$ cat src/rtl/sub_result_bcd_formatter.sv
// sub_result_bcd_formatter
// Takes the {carry, difference} result of a WIDTH-bit two's-complement
// subtractor and presents it as a sign flag plus a two-digit BCD magnitude.
// Conversion is an iterative double-dabble: one shift per clock. Valid/ready
// handshakes are used on both sides.
module sub_result_bcd_formatter #(
  parameter int WIDTH = 4
) (
  input  logic             clk,
  input  logic             rst_n,
  input  logic             in_valid,
  output logic             in_ready,
  input  logic [WIDTH:0]   diff_in,
  output logic             out_valid,
  input  logic             out_ready,
  output logic             neg,
  output logic [3:0]       bcd_tens,
  output logic [3:0]       bcd_ones
);

  // The magnitude needs WIDTH+1 bits because a zero difference with no carry
  // decodes to 2^WIDTH.
  localparam int MW = WIDTH + 1;
  // Counter must be able to hold WIDTH+1, the number of iterations.
  localparam int CW = $clog2(WIDTH + 2);
  // Shift register layout: {tens, ones, magnitude}.
  localparam int SW = 8 + MW;
  localparam logic [MW-1:0] TWO_POW_W = {1'b1, {WIDTH{1'b0}}};
  localparam logic [CW-1:0] LAST_CNT = CW'(WIDTH + 1);

  typedef enum logic [1:0] {
    IDLE,
    CONVERT,
    DONE
  } state_t;

  state_t          state;
  logic [SW-1:0]   shreg;
  logic [CW-1:0]   cnt;
  logic            neg_pend;

  logic            capture;
  logic            neg_dec;
  logic [MW-1:0]   mag_dec;
  logic [3:0]      digit_adj [2];
  logic [SW-1:0]   shreg_next;
  logic            unused_tens_msb;

  // A result is taken only when both sides of the input handshake agree.
  assign capture = (state == IDLE) && in_ready && in_valid;

  // Sign/magnitude decode of the raw subtractor result. Carry-out set means
  // A>=B, so the difference is already the magnitude; otherwise negate it.
  always_comb begin
    neg_dec = 1'b0;
    mag_dec = {1'b0, diff_in[WIDTH-1:0]};
    if (!diff_in[WIDTH]) begin
      neg_dec = 1'b1;
      mag_dec = TWO_POW_W - {1'b0, diff_in[WIDTH-1:0]};
    end
  end

  // Double-dabble correction: any BCD digit of 5 or more gets +3 before the
  // shift so that it carries correctly into the next decimal place.
  generate
    for (genvar gi = 0; gi < 2; gi++) begin : g_digit_adj
      assign digit_adj[gi] = (shreg[MW + 4*gi +: 4] >= 4'd5)
                           ? shreg[MW + 4*gi +: 4] + 4'd3
                           : shreg[MW + 4*gi +: 4];
    end
  endgenerate

  // Shift left by one; the magnitude MSB moves into the ones digit. The tens
  // MSB falls off the top, which is harmless since every magnitude is < 100.
  assign shreg_next      = {digit_adj[1][2:0], digit_adj[0], shreg[MW-1:0], 1'b0};
  assign unused_tens_msb = digit_adj[1][3];

  // Control FSM, conversion datapath and registered handshake/outputs.
  always_ff @(posedge clk or negedge rst_n) begin
    if (!rst_n) begin
      state     <= IDLE;
      in_ready  <= 1'b0;
      out_valid <= 1'b0;
      neg       <= 1'b0;
      bcd_tens  <= 4'd0;
      bcd_ones  <= 4'd0;
      shreg     <= '0;
      cnt       <= '0;
      neg_pend  <= 1'b0;
    end else begin
      case (state)
        IDLE: begin
          if (capture) begin
            in_ready <= 1'b0;
            neg_pend <= neg_dec;
            shreg    <= {8'd0, mag_dec};
            cnt      <= '0;
            state    <= CONVERT;
          end else begin
            // Also covers the first edge out of reset.
            in_ready <= 1'b1;
          end
        end

        CONVERT: begin
          if (cnt != LAST_CNT) begin
            shreg <= shreg_next;
            cnt   <= cnt + 1'b1;
          end else begin
            // All iterations done: publish the digits and sign together.
            bcd_tens  <= shreg[SW-1 -: 4];
            bcd_ones  <= shreg[MW +: 4];
            neg       <= neg_pend;
            out_valid <= 1'b1;
            cnt       <= '0;
            state     <= DONE;
          end
        end

        DONE: begin
          // Hold the result until the consumer takes it; no direct re-capture.
          if (out_ready) begin
            out_valid <= 1'b0;
            in_ready  <= 1'b1;
            state     <= IDLE;
          end
        end

        default: begin
          state     <= IDLE;
          in_ready  <= 1'b0;
          out_valid <= 1'b0;
        end
      endcase
    end
  end

endmodule
$ cat config.mk
export PLATFORM = sky130hd
export DESIGN_NAME = sub_result_bcd_formatter
export DESIGN_NICKNAME = d
export VERILOG_FILES = /design/src/rtl/sub_result_bcd_formatter.sv
export SDC_FILE = /design/constraint.sdc
export NUM_CORES = 1
export LEC_CHECK = 0
export CORE_UTILIZATION = 53
export CTS_CLUSTER_SIZE = 24
export DETAILED_ROUTE_END_ITERATION = 7
export HOLD_SLACK_MARGIN = 0.08
export PLACE_DENSITY = 0.76
export SYNTH_ARGS = -nofsm -noshare
export SYNTH_HDL_FRONTEND = slang
export SYNTH_SLANG_ARGS = --single-unit
$ cat constraint.sdc
create_clock -name clk -period 2.18 [get_ports clk]
set_clock_uncertainty 0.15 [all_clocks]
set_input_delay 0.436 -clock clk [delete_from_list [all_inputs] [get_ports clk]]
set_output_delay 0.436 -clock clk [all_outputs]
set_load 0.02 [all_outputs]
# After elaboration in Yosys (flattened, before gate mapping)
# Cells that the tools add are included.
# totals
ff_bits,30
latch_bits,0
ram_bits,0
rom_bits,0
in_bits,9
out_inout_bits,11
n_memories,0
# classes
addsub,4
mul,0
div_mod_pow,0
n_lt_le_gt_ge,2
eq_ne,7
shifts,0
muxes,20
bitwise,3
reduce_logical,11
# op_table
op,count
2-to-1 mux 13 bit,2
case mux 13 bit (2 select lines),1
2-to-1 mux 3 bit,3
AND reduction 3 bit,3
"greater-or-equal comparator 4 x 3 -> 1 bit, second input constant",2
"inequality test 2 bit, second input constant",4
AND reduction 2 bit,4
2-to-1 mux 2 bit,3
case mux 1 bit (3 select lines),2
case mux 2 bit (3 select lines),1
case mux 3 bit (2 select lines),1
2-to-1 mux 1 bit,5
2-to-1 mux 5 bit,1
"subtractor 5 x 4 -> 5 bit, first input constant",1
"adder 4 x 2 -> 4 bit, second input constant",1
2-to-1 mux 4 bit,1
"adder 3 x 1 -> 3 bit, second input constant",1
"adder 3 x 2 -> 3 bit, second input constant",1
"inequality test 3 bit, second input constant",1
inverter 1 bit,3
"== test 2 x 1 -> 1 bit, second input constant",1
"== test 2 bit, second input constant",1
logical AND 1 bit,2
zero test 2 bit,1
nonzero test 2 bit,1

# Depth between registers and ports, before layout
# Gate-level depths: netlist (run 1).
# logic_depth
word_depth,5
ltp_mapped,6
depth_no_buf,6

# Worst setup path before layout (run 1)
# OpenSTA, ideal clock, no wires.
# synth_path
path_type,register -> register
startpoint,register state[1]
endpoint,register bcd_ones[0]
t_arrival_ns,1.443
required_ns,1.902
path_slack_ns,0.460
path_stages_with_launch,6
period_less_slack_ns,1.720
path_cell_list,dfrtp_1 -> and2b_4 -> nand2_2 -> nor3b_2 -> buf_4 -> mux2_1
# synth_between
elab_chain_cells,2
# synth_rtl
item,line,source
"start, declared",37,state_t state;
"start signal, assigned",81,state <= IDLE;
"start signal, assigned",98,state <= CONVERT;
"start signal, assigned",116,state <= DONE;
== test 2 x 1 -> 1 bit,91,case (state)
AND reduction 2 bit (no line),n/a,
"end signal, assigned",112,bcd_ones <= shreg[MW +: 4];
"end, declared",18,output logic [3:0] bcd_ones
# No other way between the ends.
# A chain may end at the register's enable or synchronous reset.

# Worst setup path in the final report (run 1)
# layout_path
startpoint,register in_ready
endpoint,output port in_ready
# layout_lines
item,line,source
"start, declared",12,"output logic in_ready,"
"start signal, assigned",82,in_ready <= 1'b0;
"start signal, assigned",94,in_ready <= 1'b0;
"start signal, assigned",101,in_ready <= 1'b1;
# No word-level cell between the ends.

==> results.yml, run 1 <==
run_status:
  status: "finished clean"
setup_path:
  critPathLaunchType: "register"
  cp_max_fo: 5
  reg2reg_to: "shreg[7]$_DFFE_PN0P_"
  worst_path_largest_cell_delay_ns: 0.62
  path_depth: 1
  required_ns: 1.59
  cp_num_buf_inv: 1
  ff2ff_setup_slack_ns: 0.28
  worstSetupEndpointType: "primary output"
  critPathKind: "reg2out"
  rr_worst_depth: 6
  r2r-start: "shreg[5]$_DFFE_PN0P_"
  slowest_stage: "clkdlybuf4s50_1"
  cp_cell_sequence: "clkdlybuf4s50_1"
  arrival_ns: 1.35
  crit_family: "buffers and inverters"
route:
  via_count: 1050
  via_per_inst: 5.71
  dr.pass1.iters: 4
  drt_iter0_drc: 13
  drc_errors: 0
  postRouteAntennaNets: 0
  post_drt_wl_per_cell_um: 14.6
  wirelength_um: 2690
sta:
  relSlewSlack_pct: 64.5
  period_minus_slack_ns: 1.94
  tns_ns: 0
  maxSlewViolCount: 0
  post-route-period-util_pct: 88.8
  setup_viol: 0
  rsz0062_at_grt: "no"
  clock.fmax_ghz: 0.517
  hold_viol: 0
  hold-worst-slack_ns: 0.339
  worst_slew_pin_slew_ns: 0.531
floorplan:
  core_area_um2: 2520
  pin_count: 20
  die_area_um2: 2930
  start_util_pct: 57.1
  die_x_um: 54.2
  row_count: 18
  die_y_um: 54.2
synth:
  post_synth_num_cell_types: 33
  postSynthAreaPerCell_um2: 11.2
  ys_seq_area_share_pct: 52.1
  ys_seq_elements: 30
  synth_warnings: 0
  syn_nets: 143
  syn_inst: 129
  synthArstFlopShare_pct: 100
  syn_area_um2: 1440
  synth-edff-count: 0
  synth_ff_type: "dfrtp_1"
placed_design:
  dpl.hpwl_um: 1920
  io_buffers: 19
  gp_congestion: 0.766
power_and_ir_drop:
  p_leak_uw: 0.000777
  power_uw: 2470
  power_density_nw_per_um2: 1430
  ir_drop_uv: 891
cts:
  insertion_delay_ns: 0.32
  cts-root-buf: "clkbuf_4"
  cts_made_buffers: 5
  hold_buffers: 0
  post-cts-setup-buffers: 0
  cts_max_path_buffers: 2
  cts_resized: 0
  cts_tree: "yes"
  cts_sinks: 30
  clk_pin_slew_ns: 0.09
  htreeDepth: 2
layout:
  diodes: 0
  post-route-util_pct: 68.5
  drive_gt1_share_pct: 12.3
  areaGrowthSynthToFinish_pct: 19.9
  nNetsFinal: 169
worst_hold_path:
  min_path_type: "in2async"
global_route:
  antenna_found_initial: 0
  grt_pass1_wl_um: 4530
  grt-ovfl-total: 0
  grt_max_degree: 31
  grt_pass1_vias: 1053
  track_usage_pct: 23.1
job:
  max-cap-violations: 0
[per-layer routing]
layer | vias up | share of wire, % | routed length (um) | global-route usage (%)
li1 | 511 | - | - | -
met1 | 520 | 46 | 1250 | 26.6
met2 | 14 | 48 | 1300 | 37.6
met3 | 5 | 3.6 | 97 | 9.60
met4 | 0 | 1.6 | 43 | 9.40
met5 | - | 0 | 0 | 0
[registers in the layout (all words and copies together) (netlist names)]
| signal | flops |
|---|---|
| bcd_tens | 4 |
| cnt | 3 |
| in_ready | 1 |
| shreg | 13 |
| bcd_ones | 4 |
| neg_pend | 1 |
| state | 2 |
| out_valid | 1 |
| neg | 1 |
[Yosys cell counts, drive strengths merged (2+ instances only)]
master / instances / area (um2)
a21oi: 4 / 20.0
nand2b: 5 / 31.3
inv: 7 / 26.3
buf: 4 / 22.5
mux2: 13 / 146
nor3: 2 / 10.0
xnor2: 4 / 35.0
o21ai: 11 / 58.8
o31ai: 4 / 30.0
ha: 5 / 62.6
nand2: 9 / 36.3
nor2: 6 / 22.5
a32o: 2 / 20.0
dfrtp: 30 / 751
o211ai: 2 / 15.0
nand3: 8 / 40.0
[kinds of logic after synthesis]
kind of cell,after synthesis,share of synthesized area (%)
simple gates,35,13.1
flops,30,52.1
compound gates,29,13.2
mux,14,10.9
buf+inv,11,3.39
xor+xnor,5,3.04
fa+ha+maj,5,4.34
[stage by stage]
| stage | setup WS [ns] | cell area, um2 | cells |
|---|---|---|---|
| 6_report | 0.244 | 1730 | 184 |
| 5_1_grt | 0.158 | 1730 | 184 |
| 4_1_cts | 0.231 | 1730 | 184 |
| 3_3_place_gp | 0.208 | 1680 | 178 |
| 3_5_place_dp | 0.171 | 1680 | 178 |
| 2_1_floorplan | 0.460 | 1440 | 129 |
[power breakdown]
| group | total (uW) | internal (uW) | switching (uW) |
|---|---|---|---|
| combinational | 1170 | 563 | 602 |
| sequential | 988 | 801 | 187 |
| clock | 321 | 145 | 176 |
[final cells by class]
type,count,area [um2]
timing repair buffer,23,220
multi-input combinational,88,642
clock buffer,6,51.3
tap,30,37.5
sequential,30,751
fill,204,795
inverter,7,26.3
[worst max-delay path by stage]
| stage | from | end | slack, ns |
|---|---|---|---|
| after CTS | in_ready$_DFFE_PN0P_ | in_ready | 0.23 |
| after global placement | diff_in[0] | shreg[1]$_DFFE_PN0P_ | 0.21 |
| after floorplan | state[1]$_DFFE_PN0P_ | bcd_ones[0]$_DFFE_PN0P_ | 0.46 |
| after detailed placement | diff_in[1] | shreg[1]$_DFFE_PN0P_ | 0.17 |
| final | in_ready$_DFFE_PN0P_ | in_ready | 0.24 |
| after global routing | shreg[5]$_DFFE_PN0P_ | shreg[7]$_DFFE_PN0P_ | 0.16 |
[placed cells by master, fill, tap and decap left out]
master,Yosys,layout
dfrtp_1,30,30
clkdlybuf4s50_1,0,19
o21ai_0,10,10
nand2_1,8,8
mux2_1,8,8
nand3_1,8,8
inv_1,7,7
nor2_1,6,6
nand2b_1,5,5
mux2_2,5,5
ha_1,5,5
clkbuf_4,0,5
a21oi_1,4,4
xnor2_1,4,4
o31ai_1,4,4
buf_4,1,4
a32o_1,2,2
nor3_1,2,2
o211ai_1,2,2
nand4bb_1,1,1
and3b_1,1,1
o22ai_1,1,1
and2b_4,1,1
nand2_2,1,1
nor3b_2,1,1
o21ai_2,1,1
xor2_1,1,1
o21bai_1,1,1
a221oi_1,1,1
o21a_1,1,1
a21o_1,1,1
a22o_1,1,1
nor4_1,1,1
mux2i_1,1,1
clkbuf_8,0,1
No activity file was read; power rests on OpenSTA's default activity.
==> run 2, diff against run 1 <==
PLACE_DENSITY = 0.78   (was 0.76)
clock period = 2.1 ns   (was 2.18 ns; I/O delays follow)
==> run 2 against run 1 <==
  * Core utilization fell by 0.40 points
  * Sequential power rose by 4%
  * Clock power barely moved
  * Critical endpoint unchanged
  * Largest cell class unchanged
==> results.yml, run 2 (synthesized netlist as in run 1, its figures left out) <==
setup_path:
  arrival_ns: 1.38
  path_depth: 1
  cp_num_buf_inv: 1
  worstSetupEndpointType: "primary output"
  cp_cell_sequence: "clkdlybuf4s50_1"
  required_ns: 1.53
  critPathKind: "reg2out"
  crit_family: "buffers and inverters"
  slowest_stage: "clkdlybuf4s50_1"
  rr_worst_depth: 6
  reg2reg_to: "shreg[7]$_DFFE_PN0P_"
  ff2ff_setup_slack_ns: 0.21
  critPathLaunchType: "register"
  worst_path_largest_cell_delay_ns: 0.63
  r2r-start: "shreg[5]$_DFFE_PN0P_"
  cp_max_fo: 5
  startpoint: "in_ready$_DFFE_PN0P_"
  endpoint: "in_ready"
placed_design:
  placed_cells: 177
  io_buffers: 19
  place_area_um2: 1670
  gp_congestion: 0.761
  dpl.hpwl_um: 1950
floorplan:
  core_area_um2: 2520
  pin_count: 20
  start_util_pct: 57.1
  die_y_um: 54.2
  die_area_um2: 2930
  die_x_um: 54.2
  row_count: 18
sta:
  rsz0062_at_grt: "no"
  hold-worst-slack_ns: 0.313
  hold_viol: 0
  clock.fmax_ghz: 0.513
  maxSlewViolCount: 0
  tns_ns: 0
  relSlewSlack_pct: 67.2
  setup_viol: 0
  period_minus_slack_ns: 1.95
  worst_slew_pin_slew_ns: 0.490
  post-route-period-util_pct: 92.8
cts:
  hold_buffers: 0
  cts_max_path_buffers: 2
  cts_tree: "yes"
  cts_made_buffers: 5
  cts-root-buf: "clkbuf_4"
  clk_pin_slew_ns: 0.09
  insertion_delay_ns: 0.33
  htreeDepth: 2
  cts_sinks: 30
layout:
  final_common_cell: "dfrtp_1"
  stdcell_count: 184
  largest_register_ffs: 13
  nNetsFinal: 168
  top_register: "shreg"
  diodes: 0
  drive_gt1_share_pct: 11.7
  fin_area_um2: 1720
  final_cell_mix: "30 x dfrtp_1, 19 x clkdlybuf4s50_1, 10 x o21ai_0"
  fillers: 204
  top_regs: "shreg (13), bcd_ones (4), bcd_tens (4)"
  areaGrowthSynthToFinish_pct: 19.2
route:
  wirelength_um: 2790
  drt_iter0_drc: 16
  postRouteAntennaNets: 0
  post_drt_wl_per_cell_um: 15.2
  drc_errors: 0
  via_per_inst: 5.83
  via_count: 1072
  dr.pass1.iters: 4
global_route:
  grt_pass1_vias: 1042
  antenna_found_initial: 0
  grt_max_degree: 31
  grt_pass1_wl_um: 4550
  grt-ovfl-total: 0
  track_usage_pct: 23.5
power_and_ir_drop:
  p_leak_uw: 0.000768
  power_density_nw_per_um2: 1500
  ir_drop_uv: 973
worst_hold_path:
  min_path_type: "in2async"
run_status:
  status: "finished clean"
job:
  max-cap-violations: 0
run 2: how the worst min path moves through the flow:
stage,to,cells after the start
floorplan,bcd_ones[0]$_DFFE_PN0P_,0
global placement,neg_pend$_DFFE_PN0P_,2
detailed placement,bcd_tens[0]$_DFFE_PN0P_,1
CTS,shreg[9]$_DFFE_PN0P_,2
global route,bcd_tens[3]$_DFFE_PN0P_,1
finish,shreg[11]$_DFFE_PN0P_,2
run 2: metrics by stage:
stage | setup slack (ns) | total power [uW] | utilization [%]
6_report | 0.152 | 2570 | 68.1
5_1_grt | 0.0791 | 2760 | 68.1
4_1_cts | 0.108 | 2580 | 68.0
3_5_place_dp | 0.0822 | 2260 | 66.2
3_3_place_gp | 0.163 | 2180 | 66.2
2_1_floorplan | 0.380 | 1830 | -
run 2: what timing repair did:
| item | in CTS | in global routing |
|---|---|---|
| setup buffers | 0 | 0 |
| endpoints found under the hold margin | 0 | 0 |
| endpoints found under the setup margin | 0 | 1 |
| gates resized for setup | 0 | 1 |
run 2: where the power goes:
group / internal (uW) / switching [uW] / total [uW]
Combinational: 581 / 638 / 1220
Clock: 126 / 193 / 319
Sequential: 832 / 202 / 1030
run 2: cell type report:
type | instances | area [um2] | share of cell area [%]
clock buffers | 7 | 45.0 | 2.62
flip-flops and latches | 30 | 751 | 43.7
well taps | 30 | 37.5 | 2.18
inverters | 7 | 26.3 | 1.53
repair buffers | 22 | 213 | 12.4
multi-input cells | 88 | 646 | 37.6
run 2: per-layer routing:
metal	track usage [%]	vias to the layer above	routed length, um
li1	-	512	-
met1	24.6	532	1160
met2	38.6	20	1430
met3	10.2	8	126
met4	14.1	0	68
met5	0	-	0
==> run 3, diff against run 2 <==
PLACE_DENSITY = default   (was 0.78)
PLACE_DENSITY_LB_ADDON = 0.1   (was default)
SKIP_LAST_GASP = 1   (was default)
SLEW_MARGIN = 0   (was default)
==> run 3 against run 2 <==
  * Register-to-register slack lost 0.03 ns
  * Sequential cell count is the same
  * Worst setup slack gained 0.027 ns
  * Wire length shrank 7.6%
  * Final cell count grew 0.54%
  * Combinational power is essentially flat
  * Fmax grew 1.4%
  * Global-route usage shrank 2.6 points
  * Final area grew 0.66%
  * Count of clock-buffer cells in the layout is the same
  * Critical endpoint is now shreg[7]$_DFFE_PN0P_
  * Largest cell class unchanged
==> results.yml, run 3 (synthesized netlist as in run 1, its figures left out) <==
power_and_ir_drop:
  power_density_nw_per_um2: 1490
  p_leak_uw: 0.000777
  ir_drop_uv: 1160
floorplan:
  die_x_um: 54.2
  die_y_um: 54.2
  pin_count: 20
  row_count: 18
  start_util_pct: 57.1
  die_area_um2: 2930
  core_area_um2: 2520
cts:
  clk_pin_slew_ns: 0.09
  hold_buffers: 0
  cts_max_path_buffers: 2
  insertion_delay_ns: 0.32
  cts_resized: 0
  cts-root-buf: "clkbuf_4"
  post-cts-setup-buffers: 0
  cts_tree: "yes"
  cts_made_buffers: 5
  cts_sinks: 30
  htreeDepth: 2
sta:
  rsz0062_at_grt: "no"
  worst_slew_pin_slew_ns: 0.484
  tns_ns: 0
  setup_viol: 0
  clock.fmax_ghz: 0.521
  relSlewSlack_pct: 67.6
  hold_viol: 0
  maxSlewViolCount: 0
  period_minus_slack_ns: 1.92
  post-route-period-util_pct: 91.5
layout:
  final_cell_mix: "30 x dfrtp_1, 19 x clkdlybuf4s50_1, 10 x o21ai_0"
  drive_gt1_share_pct: 12.3
  largest_register_ffs: 13
  areaGrowthSynthToFinish_pct: 20.0
  final_common_cell: "dfrtp_1"
  top_register: "shreg"
  top_regs: "shreg (13), bcd_ones (4), bcd_tens (4)"
  nNetsFinal: 168
  post-route-util_pct: 68.6
  diodes: 0
setup_path:
  worstSetupEndpointType: "register"
  critPathKind: "reg2reg"
  critPathLaunchType: "register"
  startpoint: "shreg[5]$_DFFE_PN0P_"
  r2r-start: "shreg[5]$_DFFE_PN0P_"
  arrival_ns: 2.01
  cp_max_fo: 4
  required_ns: 2.19
job:
  max-cap-violations: 0
route:
  routed-wl-met2_um: 1220
  postRouteAntennaNets: 0
  wl_met3_um: 95
  route.top_layer_used: "met4"
  via_count: 1008
  drt_iter0_drc: 6
  drc_errors: 0
  drt-met1-wl_um: 1230
  post_drt_wl_per_cell_um: 13.9
  wirelength_um: 2580
  via_per_inst: 5.45
  dr.pass1.iters: 4
global_route:
  track_usage_pct: 20.9
  grt-ovfl-total: 0
  grt_pass1_wl_um: 4130
  grt_max_degree: 31
  antenna_found_initial: 0
  grt_pass1_vias: 936
run_status:
  status: "finished clean"
placed_design:
  io_buffers: 19
  dpl.hpwl_um: 1830
  gp_congestion: 0.739
worst_hold_path:
  min_path_type: "in2async"
run 3: power breakdown:
part / internal, uW / switching [uW]
clock network: 162 / 194
registers: 832 / 192
logic: 579 / 617
run 3: path summary, 6_finish.rpt:
path | to | slack [ns] | cells after the start
max | shreg[7]$_DFFE_PN0P_ | 0.18 | 6
min | bcd_tens[0]$_DFFE_PN0P_ | 0.33 | 2
max reg2reg | shreg[7]$_DFFE_PN0P_ | 0.18 | 6
min reg2reg | neg_pend$_DFFE_PN0P_ | 0.34 | 2
max in group asynchronous | state[1]$_DFFE_PN0P_ | 1.19 | 2
min in group clk | neg_pend$_DFFE_PN0P_ | 0.34 | 2
run 3: critical path: stages, from the launching register on:
cell and delay [ns]:
dfrtp_1 0.42, inv_1 0.14, ha_1 0.23, nand2b_1 0.07
a21oi_1 0.30, mux2_2 0.37, o21ai_0 0.16
run 3: metal layers:
layer  GRT usage [%]  vias to the layer above
li1                -                      511
met1            25.2                      477
met2            33.3                       16
met3            7.63                        4
met4            8.97                        0
met5               0                        -
run 3: cell type report:
class | count | area [um2]
clock inverters | 1 | 5.00
repair buffers | 22 | 213
fillers | 194 | 793
multi-input cells | 88 | 642
flip-flops and latches | 30 | 751
clock buffers | 7 | 55.1
well taps | 30 | 37.5
inverters | 7 | 26.3
run 3: per-stage QoR:
step	hold slack [ns]	instance area [um2]	worst slack, ns	power, uW	instances
CTS	0.327	1730	0.156	2600	185
floorplan	-0.0256	1440	0.380	1830	129
global route	0.360	1730	0.0871	2790	185
global placement	0.316	1670	0.156	2180	177
finish	0.325	1730	0.179	2580	185
detailed placement	0.325	1670	0.0826	2240	177
